### config.mk
export PLATFORM = sky130hd
export DESIGN_NAME = csi_slave_protocol_layer
export DESIGN_NICKNAME = d
export VERILOG_FILES = /design/src/rtl/csi_slave_protocol_layer_pkg.sv /design/src/rtl/csi_slave_protocol_layer_ecc_decoder.sv /design/src/rtl/csi_slave_protocol_layer.sv
export SDC_FILE = /design/constraint.sdc
export NUM_CORES = 1
export LEC_CHECK = 0
export CORE_MARGIN = 3
export CORE_UTILIZATION = 27
export CTS_CLUSTER_DIAMETER = 40
export DETAILED_ROUTE_END_ITERATION = 12
export GPL_ROUTABILITY_DRIVEN = 0
export PLACE_DENSITY = 0.46
export SYNTH_ARGS = -nofsm -noshare
export SYNTH_HDL_FRONTEND = slang
export SYNTH_HIERARCHICAL = 1
export SYNTH_SLANG_ARGS = --single-unit
### constraint.sdc
create_clock -name hs_clk -period 5.15 [get_ports hs_clk]
set_input_delay 1.03 -clock hs_clk [delete_from_list [all_inputs] [get_ports hs_clk]]
set_output_delay 1.03 -clock hs_clk [all_outputs]
set_load 0.01 [all_outputs]
### src/rtl/csi_slave_protocol_layer_pkg.sv
// Shared CSI-2 receive definitions: data types, header payload struct, FSM states,
// CRC-16 byte update and the header ECC parity masks.
package csi_slave_protocol_layer_pkg;

  localparam int unsigned BYTE_W     = 8;
  localparam int unsigned WC_W       = 16;
  localparam int unsigned HDR_DATA_W = 24;
  localparam int unsigned ECC_W      = 6;
  localparam int unsigned CRC_W      = 16;

  localparam logic [5:0] DT_FS        = 6'h00;
  localparam logic [5:0] DT_FE        = 6'h01;
  localparam logic [5:0] DT_LS        = 6'h02;
  localparam logic [5:0] DT_LE        = 6'h03;
  localparam logic [5:0] DT_SHORT_MAX = 6'h0F;
  localparam logic [5:0] DT_RAW8      = 6'h2A;

  localparam logic [CRC_W-1:0] CRC_SEED      = 16'hFFFF;
  localparam logic [CRC_W-1:0] CRC_POLY_REFL = 16'h8408;

  // Parity bit p covers the data bits set in ECC_MASK[p]; data is {WC_hi, WC_lo, DI}.
  localparam logic [ECC_W-1:0][HDR_DATA_W-1:0] ECC_MASK = {
    24'hEFFC00,
    24'hDF03F0,
    24'hB8E38E,
    24'h749A6D,
    24'hF2555B,
    24'hF12CB7
  };

  typedef struct packed {
    logic [1:0]      vc;
    logic [5:0]      dt;
    logic [WC_W-1:0] wc;
  } csi_pkt_hdr_t;

  typedef enum logic [2:0] {
    ST_IDLE,
    ST_HDR,
    ST_PAYLOAD,
    ST_CRC,
    ST_SKIP
  } csi_rx_state_e;

  // Reflected CRC-16/CCITT update, one byte, LSB first.
  function automatic logic [CRC_W-1:0] crc16_byte(input logic [CRC_W-1:0] crc,
                                                  input logic [BYTE_W-1:0] data);
    logic [CRC_W-1:0] c;
    c = crc ^ {8'h00, data};
    for (int i = 0; i < 8; i++) begin
      c = c[0] ? ((c >> 1) ^ CRC_POLY_REFL) : (c >> 1);
    end
    return c;
  endfunction

  // Syndrome produced by a single error on data bit k.
  function automatic logic [ECC_W-1:0] ecc_column(input logic [4:0] k);
    logic [ECC_W-1:0] col;
    col = '0;
    for (int p = 0; p < 6; p++) begin
      col[p[2:0]] = ECC_MASK[p[2:0]][k];
    end
    return col;
  endfunction

endpackage

### src/rtl/csi_slave_protocol_layer_ecc_decoder.sv
// Combinational CSI-2 header ECC decoder: syndrome, single-bit correction, uncorrectable flag.
module csi_slave_protocol_layer_ecc_decoder
  import csi_slave_protocol_layer_pkg::*;
(
  input  logic [HDR_DATA_W-1:0] data,
  input  logic [ECC_W-1:0]      ecc,
  output logic [ECC_W-1:0]      syndrome_c,
  output logic [HDR_DATA_W-1:0] data_c,
  output logic                  corrected_c,
  output logic                  err_c
);

  always_comb begin
    syndrome_c = '0;
    for (int p = 0; p < 6; p++) begin
      syndrome_c[p[2:0]] = (^(data & ECC_MASK[p[2:0]])) ^ ecc[p[2:0]];
    end
  end

  // A syndrome equal to a data column flips that bit; a one-hot syndrome is a parity-bit hit.
  always_comb begin
    data_c      = data;
    corrected_c = 1'b0;
    err_c       = 1'b0;
    if (syndrome_c != '0) begin
      err_c = 1'b1;
      for (int k = 0; k < 24; k++) begin
        if (ecc_column(k[4:0]) == syndrome_c) begin
          data_c[k[4:0]] = ~data[k[4:0]];
          corrected_c    = 1'b1;
          err_c          = 1'b0;
        end
      end
      if ($onehot(syndrome_c)) begin
        corrected_c = 1'b1;
        err_c       = 1'b0;
      end
    end
  end

endmodule

### src/rtl/csi_slave_protocol_layer.sv
// CSI-2 receive protocol layer: parses packet headers from the D-PHY byte stream,
// forwards short events and long payload, and flags ECC/CRC/length/truncation errors.
module csi_slave_protocol_layer
  import csi_slave_protocol_layer_pkg::*;
#(
  parameter bit          CORRECT_ECC = 1'b1,
  parameter bit          CHECK_CRC   = 1'b1,
  parameter logic [15:0] MAX_WC      = 16'hFFFF
) (
  input  logic              hs_clk,
  input  logic              rst,
  input  logic              rx_active,
  input  logic              rx_valid,
  input  logic [BYTE_W-1:0] rx_data,
  output logic              hdr_valid,
  output logic [1:0]        hdr_vc,
  output logic [5:0]        hdr_dt,
  output logic [WC_W-1:0]   hdr_wc,
  output logic              hdr_short,
  output logic              out_valid,
  output logic [BYTE_W-1:0] out_data,
  output logic              out_sop,
  output logic              out_eop,
  output logic              pkt_done,
  output logic              ecc_corrected,
  output logic              ecc_err,
  output logic              crc_err,
  output logic              trunc_err,
  output logic              len_err
);

  csi_rx_state_e         state_q, state_d;
  logic [1:0]            byte_cnt_q, byte_cnt_d;
  logic [HDR_DATA_W-1:0] hdr_raw_q, hdr_raw_d;
  logic [WC_W-1:0]       wc_cnt_q, wc_cnt_d;
  logic                  sop_pend_q, sop_pend_d;
  logic [CRC_W-1:0]      crc_q, crc_d;
  logic [BYTE_W-1:0]     ftr_lo_q, ftr_lo_d;

  logic                  hdr_valid_q, hdr_valid_d;
  csi_pkt_hdr_t          hdr_out_q, hdr_out_d;
  logic                  hdr_short_q, hdr_short_d;
  logic                  out_valid_q, out_valid_d;
  logic [BYTE_W-1:0]     out_data_q, out_data_d;
  logic                  out_sop_q, out_sop_d;
  logic                  out_eop_q, out_eop_d;
  logic                  pkt_done_q, pkt_done_d;
  logic                  ecc_corr_q, ecc_corr_d;
  logic                  ecc_err_q, ecc_err_d;
  logic                  crc_err_q, crc_err_d;
  logic                  trunc_err_q, trunc_err_d;
  logic                  len_err_q, len_err_d;

  logic [ECC_W-1:0]      dec_syndrome_c;
  logic [HDR_DATA_W-1:0] dec_data_c;
  logic                  dec_corrected_c;
  logic                  dec_err_c;
  logic [HDR_DATA_W-1:0] hdr_fix;
  logic                  hdr_bad;
  logic                  hdr_corr;
  csi_pkt_hdr_t          dec_hdr;
  logic                  acc;

  // ECC byte is decoded as it arrives, against the three bytes already collected.
  csi_slave_protocol_layer_ecc_decoder u_ecc (
    .data        (hdr_raw_q),
    .ecc         (rx_data[5:0]),
    .syndrome_c  (dec_syndrome_c),
    .data_c      (dec_data_c),
    .corrected_c (dec_corrected_c),
    .err_c       (dec_err_c)
  );

  assign acc      = rx_active && rx_valid;
  assign hdr_fix  = CORRECT_ECC ? dec_data_c : hdr_raw_q;
  assign hdr_bad  = CORRECT_ECC ? dec_err_c : (dec_syndrome_c != '0);
  assign hdr_corr = CORRECT_ECC & dec_corrected_c;
  assign dec_hdr  = '{vc: hdr_fix[7:6], dt: hdr_fix[5:0], wc: hdr_fix[23:8]};

  always_comb begin
    state_d     = state_q;
    byte_cnt_d  = byte_cnt_q;
    hdr_raw_d   = hdr_raw_q;
    wc_cnt_d    = wc_cnt_q;
    sop_pend_d  = sop_pend_q;
    crc_d       = crc_q;
    ftr_lo_d    = ftr_lo_q;
    hdr_valid_d = 1'b0;
    hdr_out_d   = hdr_out_q;
    hdr_short_d = hdr_short_q;
    out_valid_d = 1'b0;
    out_data_d  = out_data_q;
    out_sop_d   = 1'b0;
    out_eop_d   = 1'b0;
    pkt_done_d  = 1'b0;
    ecc_corr_d  = ecc_corr_q;
    ecc_err_d   = 1'b0;
    crc_err_d   = 1'b0;
    trunc_err_d = 1'b0;
    len_err_d   = 1'b0;

    unique case (state_q)
      ST_IDLE: begin
        if (acc) begin
          hdr_raw_d  = {rx_data, hdr_raw_q[23:8]};
          byte_cnt_d = 2'd1;
          ecc_corr_d = 1'b0;
          state_d    = ST_HDR;
        end
      end

      ST_HDR: begin
        if (!rx_active) begin
          trunc_err_d = 1'b1;
          byte_cnt_d  = 2'd0;
          state_d     = ST_IDLE;
        end else if (rx_valid) begin
          if (byte_cnt_q != 2'd3) begin
            // Bytes shift in from the top so DI ends up in [7:0] after three bytes.
            hdr_raw_d  = {rx_data, hdr_raw_q[23:8]};
            byte_cnt_d = byte_cnt_q + 2'd1;
          end else begin
            byte_cnt_d = 2'd0;
            crc_d      = CRC_SEED;
            ecc_corr_d = hdr_corr;
            if (hdr_bad) begin
              ecc_err_d  = 1'b1;
              ecc_corr_d = 1'b0;
              state_d    = ST_SKIP;
            end else if (dec_hdr.dt <= DT_SHORT_MAX) begin
              hdr_valid_d = 1'b1;
              pkt_done_d  = 1'b1;
              hdr_out_d   = dec_hdr;
              hdr_short_d = 1'b1;
              state_d     = ST_SKIP;
            end else if ({1'b0, dec_hdr.wc} > {1'b0, MAX_WC}) begin
              len_err_d = 1'b1;
              state_d   = ST_SKIP;
            end else begin
              hdr_valid_d = 1'b1;
              hdr_out_d   = dec_hdr;
              hdr_short_d = 1'b0;
              wc_cnt_d    = dec_hdr.wc;
              sop_pend_d  = 1'b1;
              state_d     = (dec_hdr.wc == '0) ? ST_CRC : ST_PAYLOAD;
            end
          end
        end
      end

      ST_PAYLOAD: begin
        if (!rx_active) begin
          trunc_err_d = 1'b1;
          state_d     = ST_IDLE;
        end else if (rx_valid) begin
          out_valid_d = 1'b1;
          out_data_d  = rx_data;
          out_sop_d   = sop_pend_q;
          sop_pend_d  = 1'b0;
          crc_d       = crc16_byte(crc_q, rx_data);
          // Counter stops at 1, so WC=FFFF never wraps.
          if (wc_cnt_q == 16'd1) begin
            out_eop_d  = 1'b1;
            byte_cnt_d = 2'd0;
            state_d    = ST_CRC;
          end else begin
            wc_cnt_d = wc_cnt_q - 16'd1;
          end
        end
      end

      ST_CRC: begin
        if (!rx_active) begin
          trunc_err_d = 1'b1;
          byte_cnt_d  = 2'd0;
          state_d     = ST_IDLE;
        end else if (rx_valid) begin
          if (byte_cnt_q == 2'd0) begin
            ftr_lo_d   = rx_data;
            byte_cnt_d = 2'd1;
          end else begin
            pkt_done_d = 1'b1;
            crc_err_d  = CHECK_CRC && ({rx_data, ftr_lo_q} != crc_q);
            byte_cnt_d = 2'd0;
            state_d    = ST_SKIP;
          end
        end
      end

      ST_SKIP: begin
        if (!rx_active) begin
          state_d = ST_IDLE;
        end
      end

      default: begin
        state_d    = ST_IDLE;
        byte_cnt_d = 2'd0;
      end
    endcase
  end

  always_ff @(posedge hs_clk) begin
    if (rst) begin
      state_q     <= ST_IDLE;
      byte_cnt_q  <= 2'd0;
      hdr_raw_q   <= '0;
      wc_cnt_q    <= '0;
      sop_pend_q  <= 1'b0;
      crc_q       <= CRC_SEED;
      ftr_lo_q    <= '0;
      hdr_valid_q <= 1'b0;
      hdr_out_q   <= '0;
      hdr_short_q <= 1'b0;
      out_valid_q <= 1'b0;
      out_data_q  <= '0;
      out_sop_q   <= 1'b0;
      out_eop_q   <= 1'b0;
      pkt_done_q  <= 1'b0;
      ecc_corr_q  <= 1'b0;
      ecc_err_q   <= 1'b0;
      crc_err_q   <= 1'b0;
      trunc_err_q <= 1'b0;
      len_err_q   <= 1'b0;
    end else begin
      state_q     <= state_d;
      byte_cnt_q  <= byte_cnt_d;
      hdr_raw_q   <= hdr_raw_d;
      wc_cnt_q    <= wc_cnt_d;
      sop_pend_q  <= sop_pend_d;
      crc_q       <= crc_d;
      ftr_lo_q    <= ftr_lo_d;
      hdr_valid_q <= hdr_valid_d;
      hdr_out_q   <= hdr_out_d;
      hdr_short_q <= hdr_short_d;
      out_valid_q <= out_valid_d;
      out_data_q  <= out_data_d;
      out_sop_q   <= out_sop_d;
      out_eop_q   <= out_eop_d;
      pkt_done_q  <= pkt_done_d;
      ecc_corr_q  <= ecc_corr_d;
      ecc_err_q   <= ecc_err_d;
      crc_err_q   <= crc_err_d;
      trunc_err_q <= trunc_err_d;
      len_err_q   <= len_err_d;
    end
  end

  assign hdr_valid     = hdr_valid_q;
  assign hdr_vc        = hdr_out_q.vc;
  assign hdr_dt        = hdr_out_q.dt;
  assign hdr_wc        = hdr_out_q.wc;
  assign hdr_short     = hdr_short_q;
  assign out_valid     = out_valid_q;
  assign out_data      = out_data_q;
  assign out_sop       = out_sop_q;
  assign out_eop       = out_eop_q;
  assign pkt_done      = pkt_done_q;
  assign ecc_corrected = ecc_corr_q;
  assign ecc_err       = ecc_err_q;
  assign crc_err       = crc_err_q;
  assign trunc_err     = trunc_err_q;
  assign len_err       = len_err_q;

endmodule
After elaboration in Yosys (flattened, before gate mapping) --
Index checks and enable logic that the tools add are counted.
Word-level totals: logic and storage cells 315, output and inout port bits 43, register bits 112
Operators by class: bitwise logic cells 48, add/sub/neg operators 7, equal/unequal tests 50, order comparisons 1, muxes and demuxes 159, reduce and logical (&&, ||, !) cells 29
Operators with widths (number):
- $mux 16 | 21
- $reduce_xor 24->1 | 6
- $mux 24 | 5
- $mux 1 | 103
- $eq 6x6->1 const A | 13
- $pmux 16 s2 | 2
- $pmux 24 s2 | 1
- $eq 5x6->1 const A | 7
- $mux 3 | 13
- $not 1->1 | 33
- $ne 2x2->1 const B | 13
- $not 2->3 | 8
- $eq 4x6->1 const A | 3
- $mux 2 | 9
- $ne 3x3->1 const B | 6
- $eq 16x1->1 const B | 1
- $logic_not 16->1 | 1
- $ne 16x16->1 | 1
- $reduce_and 8->1 | 2
- $sub 16x1->16 const B | 1
- $xor 16x8->16 | 1
- $pmux 3 s5 | 1
- $reduce_and 5->1 | 3
- $pmux 2 s5 | 1
- other kinds (24) | 39

Longest topological paths before layout --
depth in word-level cells 34, depth in mapped cells 20, depth with buffers taken out 19

By module --
The synthesis kept the hierarchy.
Modules (own cells, without submodules):
- csi_slave_protocol_layer | cells each 607, seq. area each 2242.2 µm², area an instance 5111.2 µm², instances 1
- csi_slave_protocol_layer_ecc_decoder | cells each 188, seq. area each 0.0 µm², area an instance 1589.0 µm², instances 1

Worst setup path before layout --
No wires, ideal clock.
path kind input to register, from in rx_data[0], to reg wc_cnt_q[0], setup slack -0.347 ns, path buffers 0, arrival 5.401 ns, data required time 5.054 ns, stages on the path 19, library setup time 0.096 ns, cells stage by stage xnor2_1 -> xnor3_1 -> xnor2_1 -> xnor2_1 -> ha_1 -> inv_1 -> ha_1 -> fa_1 -> and2_1 -> fa_1 -> nor4_1 -> a2111oi_2 -> nand4_1 -> nor2b_1 -> o21bai_1 -> a221o_1 -> a21oi_1 -> o21ai_0 -> a221oi_1
On the way: cells in the longest elaborated chain, start to end 30
Ends and longest elaborated chain:
- from (decl) | line csi_slave_protocol_layer.sv:14 | input logic [BYTE_W-1:0] rx_data,
- $xor 1x1->1 * | line csi_slave_protocol_layer_ecc_decoder.sv:16 | syndrome_c[p[2:0]] = (^(data & ECC_MASK[p[2:0]])) ^ ecc[p[2:0]];
- $eq 3x6->1 | line csi_slave_protocol_layer_ecc_decoder.sv:28 | if (ecc_column(k[4:0]) == syndrome_c) begin
- $mux 1 (24 in a row) | line csi_slave_protocol_layer_ecc_decoder.sv:28
- $mux 1 | line csi_slave_protocol_layer_ecc_decoder.sv:34 | if ($onehot(syndrome_c)) begin
- $mux 1 * | line csi_slave_protocol_layer_ecc_decoder.sv:25 | if (syndrome_c != '0) begin
- net dec_err_c | line csi_slave_protocol_layer.sv:57 | logic dec_err_c;
- $ne 2x2->1 (no source line) *
- $reduce_and 9->1 (no source line) *
- to (signal assigned) | line csi_slave_protocol_layer.sv:229 | wc_cnt_q <= wc_cnt_d;
- to (decl) | line csi_slave_protocol_layer.sv:35 | logic [WC_W-1:0] wc_cnt_q, wc_cnt_d;
Mark *: on every way through the listed nets, which the timed path passes. The rest lies on a longest branch. The select of a mux whose other input is x is not followed. A chain may end at the register's enable or synchronous reset.

Worst setup path in the final report --
from reg hdr_raw_q[13], to reg wc_cnt_q[11]
On the way: cells in the longest elaborated chain, start to end 31
Ends and longest elaborated chain:
- from (decl) | line csi_slave_protocol_layer.sv:34 | logic [HDR_DATA_W-1:0] hdr_raw_q, hdr_raw_d;
- from (signal assigned) | line csi_slave_protocol_layer.sv:228 | hdr_raw_q <= hdr_raw_d;
- $reduce_xor 24->1 | line csi_slave_protocol_layer_ecc_decoder.sv:16
- $xor 1x1->1 | line csi_slave_protocol_layer_ecc_decoder.sv:16
- $eq 3x6->1 | line csi_slave_protocol_layer_ecc_decoder.sv:28
- $mux 1 (24 in a row) | line csi_slave_protocol_layer_ecc_decoder.sv:28
- $mux 1 | line csi_slave_protocol_layer_ecc_decoder.sv:34
- $mux 1 * | line csi_slave_protocol_layer_ecc_decoder.sv:25
- net dec_err_c | line csi_slave_protocol_layer.sv:57
- $ne 2x2->1 (no source line) *
- $reduce_and 9->1 (no source line) *
Marks and branches as above.

==> metrics.cfg <==
[sta]
slew_viol_final=0
tightestPinTransition_ps=1123
final-hold-violation-count=0
post-route-period-util_pct=97.71
maxSlewHeadroom_pct=24.86
rsz0062_at_grt=true
skew_ps=16.47
fin_crit_ps=5032
clock.fmax_mhz=198.7
timing.setup.tns_ps=0
finalSetupViolations=0
hold_slack_ps=460.8

[floorplanning]
die-area_um2=26740
num_io_pins=55
initial_core_util_pct=27.55
dieWidth_um=163.5
die_h_um=163.5
coreArea_um2=24320
rows=57

[drt]
wl_mm=19.97
antenna_left=0
drt_first_pass_iters=5
vias=5825
wl_per_cell_um=16.37
vias_per_cell=4.775
drc=0
initialDrtViolationCount=354

[clock_tree]
htreeDepth=3
clock-root-buffer=clkbuf_16
cts_buffers=9
cts.sinks=112
cts.clk_slew.worst_paths_ps=80
clk_latency_ps=370
clock_path_buffers=2
cts_tree=built

[worst_setup_path]
startpoint_type=register
cp-end-kind=register
critical_path_class=register to register
crit_start=hdr_raw_q[13]
r2r-start=hdr_raw_q[13]
crit_arrival_ps=5250
crit_required_ps=5360
path_max_fanout=8
rr_worst_depth=19

[logic_synthesis]
synth-seq-cells=112
synth_top_area_share_pct=33.46
ys.flop_type=dfxtp_1
ys_seq_area_share_pct=33.46
synth_cell_types=73
synth_fp_nets=816
syn_inst=795
syn_area_um2=6700
yosys.area.top_type=dfxtp_1
syn_avg_cell_area_um2=8.428
ys_top_cells_by_area=dfxtp_1, xnor2_1, nand2_1
yosysWarningCount=6
synthTopCellsByCount=dfxtp_1, nand2_1, xnor2_1, nor2_1, a21oi_1
async_flop_share_pct=0
synth_edf_count=0
yosysMostFrequentCell=dfxtp_1

[grt]
antenna_found_initial=0
grt_use_total_pct=15.21
grt_pass1_vias=5593
grt_pass1_wl_mm=31.91
grt_max_degree=72
gr-total-overflow=0

[cells_and_area]
syn_to_final_growth_pct=27.69
fillers=2504
layout-drive-gt1-share_pct=18.75
fin_util_pct=35.18
antenna_cells=0
final_nets=913
final-instance-count-excl-fill=1220

[worst_hold_path]
holdPathStages=2
min_path_type=register to register
hp-start=out_data[7]

[placed_design]
dp_hpwl_mm=14.55
portBuffers=53
place_inst=1198

[flow_run]
maxCapViolations=0

[pwr]
ir_drop_uv=148.7
powerDensity_nw_per_um2=298.4
p_leak_uw=0.002985

[outcome]
status=finished clean

==> registers in the layout, indices dropped and copies added (netlist names) <==
register / count
byte_cnt_q: 2
crc_err: 1
crc_q: 16
ecc_corrected: 1
ecc_err: 1
ftr_lo_q: 8
hdr_dt: 6
hdr_raw_q: 24
hdr_short: 1
hdr_valid: 1
hdr_vc: 2
hdr_wc: 16
out_data: 8
out_eop: 1
out_sop: 1
out_valid: 1
pkt_done: 1
sop_pend_q: 1
state_q: 3
trunc_err: 1
wc_cnt_q: 16
==> timing repair <==
| item | CTS | global route |
|---|---|---|
| gates resized for setup | 33 | 32 |
| hold buffers | 0 | 0 |
| pin swaps | 22 | 32 |
| gates cloned | 1 | 0 |
| endpoints found under the setup margin | 43 | 42 |
| buffers inserted | 2 | 4 |
==> routing by layer <==
layer	track usage, %	routed length, um
met1	21.71	9871
met2	23.85	9107
met3	3.094	741
met4	2.999	246
met5	0	0
==> worst paths after layout <==
kind / to / slack [ps]
setup / recovery: wc_cnt_q[11] / 120
hold reg to reg: out_data[7] / 460
hold / removal: out_data[7] / 460
setup reg to reg: wc_cnt_q[11] / 120
==> critical path, stage by stage (launching register included) <==
cell	delay (ps)
dfxtp_1	350
xnor2_1	380
xnor3_1	430
xnor2_2	170
xnor2_2	150
ha_1	320
inv_2	80
ha_4	200
fa_1	500
and2_4	150
fa_2	450
nor4_4	320
a2111oi_2	60
nand4_1	130
nor2b_2	80
o21bai_4	170
a221o_2	450
a21o_4	270
o21ai_2	150
a21oi_2	70
==> final cells by class <==
cell class              count  area, um^2  area share [%]
multi-input cells         624        4444           51.94
clock buffers              10       229.0           2.676
inverters                  14       52.55          0.6142
well taps                 324       405.4           4.738
flip-flops and latches    112        2246           26.25
repair buffers            131        1136           13.28
clock inverters             5       42.54          0.4972
==> through the flow <==
| step | cell area (um^2) | power, uW | setup slack (ps) |
|---|---|---|---|
| 2_1_floorplan | 6733 | 1470 | 11.65 |
| 3_3_place_gp | 8026 | 1770 | -738.8 |
| 3_5_place_dp | 8026 | 1772 | -781.7 |
| 4_1_cts | 8397 | 2537 | 34.75 |
| 5_1_grt | 8556 | 2702 | -77.09 |
| 6_report | 8556 | 2553 | 117.8 |
==> layout by cell type, fill, tap and decap left out, types with 4 or more instances in the layout <==
master	n
a21oi_1	57
xnor2_1	77
o21ai_2	12
nor4_1	11
nor3_1	10
a22o_1	5
nand2_1	109
buf_4	76
xnor2_2	11
o21ai_1	5
clkdlybuf4s50_1	48
ha_1	6
nor3b_1	6
nand3_1	39
nor2_1	63
xnor3_1	6
mux2i_1	40
o22ai_1	12
clkbuf_16	9
or3_1	4
o21ai_0	16
or2_1	4
nand2b_1	19
or2_2	8
dfxtp_1	109
inv_1	13
xor2_1	14
nand4_1	6
==> power by group <==
group / switching, uW / internal (uW)
Clock: 355 / 332
Combinational: 502 / 467
Sequential: 20.9 / 876
Total: 878 / 1670
==> logic make-up (layout without fill, tap and decap cells) <==
group	Yosys count	after routing	synth area share [%]
AOI/OAI and AO/OA	148	149	13.80
xor gates and xnor gates	118	118	18.62
adders and majority gates	9	9	1.905
buffers and inverters	60	160	3.922
DFF	112	112	33.46
muxes	42	42	6.312
other	1	1	0.05597
and+or+nand+nor	305	305	21.92
No activity file was read; power rests on OpenSTA's default activity.
